<file path="config.mk">
export PLATFORM = sky130hd
export DESIGN_NAME = baud_tick_gen
export DESIGN_NICKNAME = d
export VERILOG_FILES = /design/src/rtl/baud_tick_gen_pkg.sv /design/src/rtl/baud_tick_gen_frac_accum.sv /design/src/rtl/baud_tick_gen.sv
export SDC_FILE = /design/constraint.sdc
export NUM_CORES = 1
export LEC_CHECK = 0
export ABC_AREA = 1
export BUFFER_PORTS_ARGS = -buffer_cell sky130_fd_sc_hd__buf_2
export CORE_MARGIN = 1
export CORE_UTILIZATION = 53
export DETAILED_ROUTE_END_ITERATION = 8
export PLACE_DENSITY_LB_ADDON = 0.25
export SLEW_MARGIN = 10
export SYNTH_ARGS = -nofsm -noshare
export SYNTH_HDL_FRONTEND = slang
export SYNTH_HIERARCHICAL = 1
export SYNTH_SLANG_ARGS = --single-unit
</file>
<file path="constraint.sdc">
create_clock -name clk -period 3.5 [get_ports clk]
set_clock_uncertainty 0.2 [all_clocks]
set_input_delay 0.35 -clock clk [delete_from_list [all_inputs] [get_ports clk]]
set_output_delay 0.35 -clock clk [all_outputs]
set_load 0.005 [all_outputs]
</file>
<file path="src/rtl/baud_tick_gen_pkg.sv">
// Shared constants for the fractional baud tick generator: reset defaults,
// system clock rate and precomputed divisors for common baud rates at 16x.
package baud_tick_gen_pkg;

  localparam int CLK_HZ       = 100_000_000;
  localparam int OSR_DEF      = 16;
  localparam int DIV_RST_DEF  = 651;
  localparam int FRAC_RST_DEF = 1;

  // Divisor = CLK_HZ / (baud * 16), split into integer and 1/16 parts (rounded).
  localparam int DIV_9600    = 651;
  localparam int FRAC_9600   = 1;
  localparam int DIV_19200   = 325;
  localparam int FRAC_19200  = 8;
  localparam int DIV_115200  = 54;
  localparam int FRAC_115200 = 4;

endpackage

</file>
<file path="src/rtl/baud_tick_gen_frac_accum.sv">
// Fractional phase accumulator: adds the active fraction once per period and
// reports the carry that stretches that period by one cycle.
module frac_accum #(
  parameter int FRAC_W = 4
) (
  input  logic              clk,
  input  logic              reset,
  input  logic              step,
  input  logic              clear,
  input  logic [FRAC_W-1:0] frac,
  output logic              carry
);

  logic [FRAC_W-1:0] acc;
  logic [FRAC_W:0]   sum;

  assign sum   = {1'b0, acc} + {1'b0, frac};
  assign carry = sum[FRAC_W];

  always_ff @(posedge clk or posedge reset) begin
    if (reset) begin
      acc <= '0;
    end else if (clear) begin
      acc <= '0;
    end else if (step) begin
      acc <= sum[FRAC_W-1:0];
    end
  end

endmodule

</file>
<file path="src/rtl/baud_tick_gen.sv">
// Fractional-N baud tick generator: oversample strobe, bit strobe and baud
// square wave with glitch-free divisor updates at period boundaries.
module baud_tick_gen
  import baud_tick_gen_pkg::*;
#(
  parameter int DIV_W    = 16,
  parameter int FRAC_W   = 4,
  parameter int OSR      = OSR_DEF,
  parameter int DIV_RST  = DIV_RST_DEF,
  parameter int FRAC_RST = FRAC_RST_DEF
) (
  input  logic              clk,
  input  logic              reset,
  input  logic              en,
  input  logic [DIV_W-1:0]  div_int,
  input  logic [FRAC_W-1:0] div_frac,
  input  logic              div_load,
  input  logic              resync,
  output logic              tick_os,
  output logic              tick_bit,
  output logic              baud_sq,
  output logic              div_pending,
  output logic              div_err
);

  localparam int IDX_W = (OSR > 1) ? $clog2(OSR) : 1;

  logic [DIV_W-1:0]  cnt;
  logic [IDX_W-1:0]  os_idx;
  logic [DIV_W-1:0]  act_int, sh_int, sh_int_nxt, int_use;
  logic [FRAC_W-1:0] act_frac, sh_frac, sh_frac_nxt, frac_use;
  logic              load_ok, pend_nxt, reload, apply, carry;
  logic [DIV_W-1:0]  period_m1, half_m1;

  assign load_ok     = div_load && (div_int >= DIV_W'(2));
  assign sh_int_nxt  = load_ok ? div_int : sh_int;
  assign sh_frac_nxt = load_ok ? div_frac : sh_frac;
  assign pend_nxt    = load_ok || div_pending;
  assign reload      = en && (cnt == '0) && !resync;

  // A waiting divisor is adopted at a reload, on resync (before the half
  // period is computed), or straight away while counting is disabled.
  assign apply    = pend_nxt && (reload || resync || !en);
  assign int_use  = apply ? sh_int_nxt : act_int;
  assign frac_use = apply ? sh_frac_nxt : act_frac;

  // int_use is never below 2, so neither expression can underflow.
  assign period_m1 = int_use - DIV_W'(1) + DIV_W'(carry);
  assign half_m1   = (int_use >> 1) - DIV_W'(1);

  frac_accum #(
    .FRAC_W (FRAC_W)
  ) u_frac_accum (
    .clk   (clk),
    .reset (reset),
    .step  (reload),
    .clear (resync),
    .frac  (frac_use),
    .carry (carry)
  );

  always_ff @(posedge clk or posedge reset) begin
    if (reset) begin
      cnt         <= DIV_W'(DIV_RST - 1);
      os_idx      <= '0;
      act_int     <= DIV_W'(DIV_RST);
      act_frac    <= FRAC_W'(FRAC_RST);
      sh_int      <= DIV_W'(DIV_RST);
      sh_frac     <= FRAC_W'(FRAC_RST);
      div_pending <= 1'b0;
      div_err     <= 1'b0;
      tick_os     <= 1'b0;
      tick_bit    <= 1'b0;
      baud_sq     <= 1'b0;
    end else begin
      tick_os  <= reload;
      tick_bit <= reload && (os_idx == IDX_W'(OSR - 1));
      sh_int   <= sh_int_nxt;
      sh_frac  <= sh_frac_nxt;
      if (div_load && !load_ok) begin
        div_err <= 1'b1;
      end
      if (apply) begin
        act_int  <= sh_int_nxt;
        act_frac <= sh_frac_nxt;
      end
      div_pending <= pend_nxt && !apply;

      if (resync) begin
        cnt    <= half_m1;
        os_idx <= '0;
      end else if (reload) begin
        cnt     <= period_m1;
        os_idx  <= (os_idx == IDX_W'(OSR - 1)) ? '0 : os_idx + IDX_W'(1);
        baud_sq <= ~baud_sq;
      end else if (en) begin
        cnt <= cnt - DIV_W'(1);
      end
    end
  end

endmodule

</file>
==> reports/results.txt, run 1 <==
Failing checks - setup timing
Power Total - 2460 µW
Worst Setup End Kind - flop
Row cnt - 32
Max-Cap Viols - 0
Boundary pin count - 30
Number of setup violations in the final report - 7
Placeable Area - 7770 µm²
Final Core Density - 69.7%
Syn_nets - 600
Min Tclk post-route - 3.67 ns
RePlAce Congestion - 1.01
Post-DP HPWL - 8470 µm
Fraction of layout cells with a size suffix above 1 - 30.9%
Fill cells - 635
Die footprint - 8480 µm²
Post-place setup slack - -0.198 ns
Period Utilization, post-route - 105%
Critical Path Start Type - flop
Slew Limit Headroom - 59.1%
Worst Path Required - 3.55 ns
Antenna Violating Nets Remaining - 0
Multi-input gate area - 2360 µm²
Chip width - 92.1 µm
Hold slack - 0.0658 ns
Worst-path clk slew - 0.07 ns
Worst skew pair latency - 0.35 ns
Antenna violations before repair - 0
Nets - 690
Final Worst Setup Slack - -0.171 ns
Total GRT Usage - 29.1%
Register Area - 1750 µm²
Synthesized area - 4300 µm²
Total power divided by cell area - 454 nW/µm²
Unrepaired setup endpoints after global routing - true
WL per Instance - 15.1 µm
Slew Viols, Final - 0
Die Y - 92.1 µm
DR DRC count - 0
Worst Tran Pin Value - 0.611 ns
Inserted Diodes - 0
Max Freq - 272 MHz
IO buf count - 29
Drt via density - 5.43
Critical Path Stages - 27
First-pass GRT wire length - 19200 µm
Largest net degree at the start of global routing - 25
Crit path buf inv count - 6
Slowest stage cell, crit path - dfrtp_1
CTS tree - done
Min-delay worst type - input port to flop
YS warnings - 6
Cells after DPL - 735
Syn-to-layout area delta - 25.8%
Total Wirelength - 11500 µm
CTS Buf Count - 9
Iter 0 DRT Violations - 374
WP data arrival - 3.72 ns
Pleak - 0.00263 µW
Critical Path Fanout Max - 5
First-pass DRT Iterations - 5
CTS Buffer Depth - 2
Synth Register Bits - 69
Initial cell density of the core - 55.3%
Routed vias - 4118
Root buffer cell - clkbuf_8
Final hold viol count - 0
Final global-route overflow total - 0
Hold path depth - 2
Cells after synthesis - 562
Distinct cell type count after synthesis - 46
Top Family by Delay on Critical Path - simple AND/OR/NAND/NOR gates
Vias in the first global route - 4130
Fin cells - 759
Synth Area per Inst - 7.65 µm²
Num Clock Sinks - 69
FF-to-FF path depth - 27
H-tree Lvls - 3
Sequential area share after synthesis - 40.6%
Max incr delay on CP - 0.38 ns
WS Path Type - flop to flop
Status - finished, violations left
Worst vdd ir - 0.000277 V
sequential cells by signal (all words and copies together) (netlist names):
name,count
act_int,16
cnt,16
sh_int,16
act_frac,4
os_idx,4
sh_frac,4
u_frac_accum/acc,4
baud_sq,1
div_err,1
div_pending,1
tick_bit,1
tick_os,1
cells in the mapped netlist (all sizes together):
cell	number	area (µm²)
xor2	13	114
ha	12	150
xnor2	6	52.6
nor4	1	6.26
buf	8	56.3
o2111ai	1	8.76
a22o	3	26.3
a2bb2oi	1	8.76
dfrtp	53	1330
nand4	7	43.8
o211ai	1	7.51
nand3	59	300
a31oi	10	62.6
nor2	66	305
a21boi	1	7.51
o21bai	1	7.51
mux2	2	22.5
a21oi	17	85.1
clkbuf	6	22.5
fa	1	20.0
inv	75	282
a31o	1	8.76
nand2	149	623
and2	1	7.51
nor3	3	15.0
o22ai	2	12.5
dfstp	16	420
o21ai	35	228
o32ai	1	8.76
o221ai	2	17.5
clkinv	3	11.3
or2	5	31.3
routing by layer:
layer  vias to the layer above  share of wire, %  global-route usage (%)
li1                       1986                 -                       -
met1                      1929                43                    36.1
met2                       163                47                    48.6
met3                        40               6.1                    5.14
met4                         0               3.8                    15.1
met5                         -                 0                       0
timing repair:
action                                  4_1_cts  5_1_grt
endpoints found under the setup margin       13       14
buffers inserted                              5        3
pin swaps                                    16       18
hold endpoints to repair                     21        0
gates resized for setup                      14       21
hold buffers                                  1        0
power by group:
group | internal (µW) | leakage [µW] | switching, µW | total, µW
Clock | 473 | 0.000116 | 318 | 791
Combinational | 283 | 0.00170 | 430 | 713
Sequential | 908 | 0.000813 | 44.1 | 953
cells by family (layout without fill, tap and decap cells):
group | count (synthesis) | in the layout | synth area share, %
and+or+nand+nor | 291 | 291 | 31.0
muxes | 2 | 2 | 0.524
xor gates and xnor gates | 19 | 19 | 3.87
adders and majority gates | 13 | 13 | 3.96
DFF | 69 | 69 | 40.6
buffers and inverters | 92 | 187 | 8.64
AOI/OAI and AO/OA | 76 | 76 | 11.4
per-stage QoR:
stage	cell area, µm²	TNS [ns]
6_report	5410	-0.828
5_1_grt	5410	-2.95
4_1_cts	5310	-0.603
3_5_place_dp	4960	-1.12
3_3_place_gp	4960	-0.260
2_1_floorplan	4350	-0.192
cell type report:
type                    count  area share [%]
flip-flops and latches     69            32.3
multi-input cells         401            43.7
clock buffers              10            2.36
clock inverters             6            2.06
repair buffers             93            11.6
inverters                  78            5.64
well taps                 102            2.36
cells in the final DEF (no fill, tap or decap), drive strengths merged, types with 5 or more instances in the layout:
master  count
o21ai      35
dfstp      16
nor2       66
dfrtp      53
nand3      59
xor2       13
a21oi      17
nand4       7
buf        92
clkbuf     10
xnor2       6
or2         5
a31oi      10
nand2     149
clkinv      5
inv        75
ha         12
path summary, 6_finish.rpt:
check,start,endpoint,slack [ns]
setup / recovery,cnt[0],cnt[11],-0.17
hold / removal,div_int[0],sh_int[0],0.07
setup reg to reg,cnt[0],cnt[11],-0.17
hold reg to reg,div_err,div_err,0.27
max in group asynchronous,reset,sh_int[1],2.00
min in group asynchronous,reset,u_frac_accum/acc[2],0.22
Power figures use the tool's default switching activity.
==> inputs of run 2 (changes only) <==
Settings changed: ABC_AREA 1 to 0, CORE_MARGIN 1 to 4, CTS_CLUSTER_SIZE set to 24.
==> run 2 against run 1 <==
First-iteration DRC count shrank 7.2%. Critical path type unchanged. Design area up 1.8%. Synthesized cell count fell by 17%. Largest cell class unchanged. Via count fell by 4.0%. Final cell count decreased by 12%. The flow still finishes with violations (setup timing).
==> reports/results.txt, run 2 <==
Pleak - 0.00248 µW (-5.5%)
Worst Tran Pin Value - 0.877 ns (+0.266 ns)
CTS tree - done
Num Clock Sinks - 69 (unchanged)
WL per Instance - 17.8 µm (+17%)
First-pass DRT Iterations - 5 (unchanged)
Critical Path Fanout Max - 3 (-2)
H-tree Lvls - 3 (unchanged)
Post-DP HPWL - 8560 µm (+1.1%)
Worst Setup End Kind - flop
Cells after synthesis - 468 (-17%)
Most frequent cells in the layout - buf_4 (71), nand2_1 (68), dfrtp_1 (53), nor2_1 (30), buf_2 (29)
Max-Cap Viols - 0 (unchanged)
Critical Path Start Type - flop
Fin cells - 669 (-12%)
Failing checks - setup timing
Synthesized area - 4340 µm² (+0.87%)
Placeable Area - 7850 µm² (+1.0%)
Slew Limit Headroom - 41.4% (-18 points)
Max incr delay on CP - 0.54 ns (+0.16 ns)
Final Worst Setup Slack - -0.440 ns (-0.269 ns)
Final hold viol count - 0 (unchanged)
Critical path cell sequence - inv_2, ha_4, and4bb_2, and4_4, o21ai_4, mux2_4, ha_4, fa_2, a21o_2, a21o_1, inv_2, ha_4, ha_4, inv_2, nor4_4, nand3_1, xor2_1, a221oi_2
Row cnt - 32 (unchanged)
CTS Buffer Depth - 2 (unchanged)
Most common cell after layout, fill and taps aside - buf_4
Nets - 600 (-13%)
WP data arrival - 4.01 ns (+0.29 ns)
Worst vdd ir - 0.000269 V (-3.1%)
Slew Viols, Final - 0 (unchanged)
Largest cells by area after synthesis - dfrtp_1 (31%), dfstp_2 (9.7%), nand2_1 (6.1%)
Biggest regs - act_int: 16 flops, cnt: 16 flops, sh_int: 16 flops
Boundary pin count - 30 (unchanged)
Drt via density - 5.91 (+8.9%)
Cell taking the most area after synthesis - dfrtp_1
Inserted Diodes - 0 (unchanged)
Iter 0 DRT Violations - 347 (-7.2%)
Antenna violations before repair - 0 (unchanged)
Largest net degree at the start of global routing - 43 (+72%)
Routing usage on met1 - 33.5% (-2.6 points)
Synth Register Bits - 69 (unchanged)
Max Freq - 254 MHz (-6.8%)
Worst skew pair latency - 0.36 ns (about the same)
Met3 Resource Use GR - 4.74% (-0.40 points)
Setup TNS - -5.20 ns (-4.37 ns)
RePlAce Congestion - 0.935 (-7.7%)
Die footprint - 9690 µm² (+14%)
Worst Path Required - 3.57 ns (+0.02 ns)
Number of setup violations in the final report - 15 (+8)
Power Total - 2540 µW (+3.6%)
Period Utilization, post-route - 113% (+7.7 points)
Cells after DPL - 645 (-12%)
Distinct cell type count after synthesis - 68 (+48%)
Sequential area share after synthesis - 40.3% (-0.35 points)
Post-place setup slack - -0.583 ns (-0.386 ns)
CTS Buf Count - 9 (unchanged)
Fraction of layout cells with a size suffix above 1 - 34.0% (+3.1 points)
Hold slack - 0.0572 ns (-0.00859 ns)
Syn-to-layout area delta - 27.0%
WS Path Type - flop to flop
Post-synth ARST share - 100% (unchanged)
Vias in the first global route - 4022 (-2.6%)
Total Wirelength - 11900 µm (+3.4%)
Syn_nets - 506 (-16%)
Min-delay worst type - input port to flop
Final global-route overflow total - 0 (unchanged)
Gr busiest metal - met2
Slowest stage cell, crit path - dfstp_2
Worst-path clk slew - 0.09 ns (+0.02 ns)
First-pass GRT wire length - 19700 µm (+2.3%)
Synth top area share - 30.6% (-0.27 points)
Crit-path most repeated cell - ha_4
DR DRC count - 0 (unchanged)
Total GRT Usage - 25.2% (-3.9 points)
Min Tclk post-route - 3.94 ns (+0.269 ns)
YS warnings - 6 (unchanged)
Root buffer cell - clkbuf_8
Synth Area per Inst - 9.27 µm² (+21%)
Antenna Violating Nets Remaining - 0 (unchanged)
Status - finished, violations left
Top FF cell, synth - dfrtp_1
IO buf count - 29 (unchanged)
Chip width - 98.5 µm (+6.9%)
Commonest cells in the netlist - nand2_1 (71), dfrtp_1 (53), nor2_1 (32)
Cell with the most instances after synthesis - nand2_1
Unrepaired setup endpoints after global routing - true
Total power divided by cell area - 462 nW/µm² (+1.7%)
Met2 Track Usage GR - 41.9% (-6.7 points)
Die Y - 98.5 µm (+6.9%)
Initial cell density of the core - 55.3% (-0.086 points)
Post-synth EDFFs - 0 (unchanged)
Routed vias - 3954 (-4.0%)
## run 2: cell count changes after synthesis, sizes merged, moves of 11 or more
cell / before / now
nand3: 59 / 9
xnor2: 6 / 21
a21o: 0 / 11
nor4: 1 / 16
nor2: 66 / 33
inv: 75 / 27
nand2: 149 / 73
## run 2: routing by layer
| metal | share of wire [%] | vias to the layer above |
|---|---|---|
| met4 | 2.8 | 0 |
| met1 | 42 | 1917 |
| met3 | 5.0 | 32 |
| li1 | - | 1866 |
| met5 | 0 | - |
| met2 | 50 | 139 |
## run 2: critical path, delay by kind of cell, from the launching register on
kind	cells	cell delay, ns
AND/OR/NAND/NOR	4	0.74
adder cells (fa/ha/maj)	5	0.94
multiplexers	1	0.34
XOR/XNOR	1	0.17
AO/OA/AOI/OAI	4	0.77
buffers and inverters	3	0.15
flip-flops	1	0.54
## run 2: path summary, 6_finish.rpt
check / endpoint / slack [ns] / depth (start not counted) / from
min in group asynchronous: u_frac_accum/acc[2] / 0.23 / 3 / reset
max: cnt[14] / -0.44 / 18 / cnt[1]
max in group asynchronous: act_int[9] / 1.64 / 4 / reset
min reg2reg: sh_int[9] / 0.26 / 2 / sh_int[9]
max reg2reg: cnt[14] / -0.44 / 18 / cnt[1]
min: sh_int[0] / 0.06 / 3 / div_int[0]
## run 2: report_power, final
group	internal [µW]	switching [µW]	total [µW]
Clock	487	344	831
Sequential	906	51.5	958
Combinational	335	420	755
## run 2: metrics by stage
| stage | utilization (%) | instance area, µm² |
|---|---|---|
| final | 70.2 | 5510 |
| after global routing | 70.2 | 5510 |
| after CTS | 69.7 | 5470 |
| after detailed placement | 65.1 | 5100 |
| after floorplan | - | 4440 |
| after global placement | 65.1 | 5100 |
## run 2: layout make-up
| cell class | instances | area, µm² |
|---|---|---|
| Tap cell | 102 | 128 |
| Multi-Input combinational cell | 351 | 2560 |
| Fill cell | 598 | 2340 |
| Timing Repair Buffer | 104 | 722 |
| Clock buffer | 9 | 124 |
| Sequential cell | 69 | 1750 |
| Clock inverter | 7 | 130 |
| Inverter | 27 | 101 |
## run 2: logic make-up (layout without fill, tap and decap cells)
kind of cell / after synthesis / after routing / share of synthesized area [%]
AO/OA/AOI/OAI: 113 / 113 / 19.0
AND/OR/NAND/NOR: 184 / 184 / 23.3
multiplexers: 14 / 14 / 3.40
buffers and inverters: 48 / 147 / 4.64
adder cells (fa/ha/maj): 13 / 13 / 3.92
flip-flops: 69 / 69 / 40.3
XOR/XNOR: 27 / 27 / 5.45
## run 2: repair_timing
action	4_1_cts	5_1_grt
pin swaps	17	8
endpoints found under the setup margin	16	16
hold buffers	1	0
hold endpoints to repair	8	0
resized for setup	15	9
setup buffers	6	1
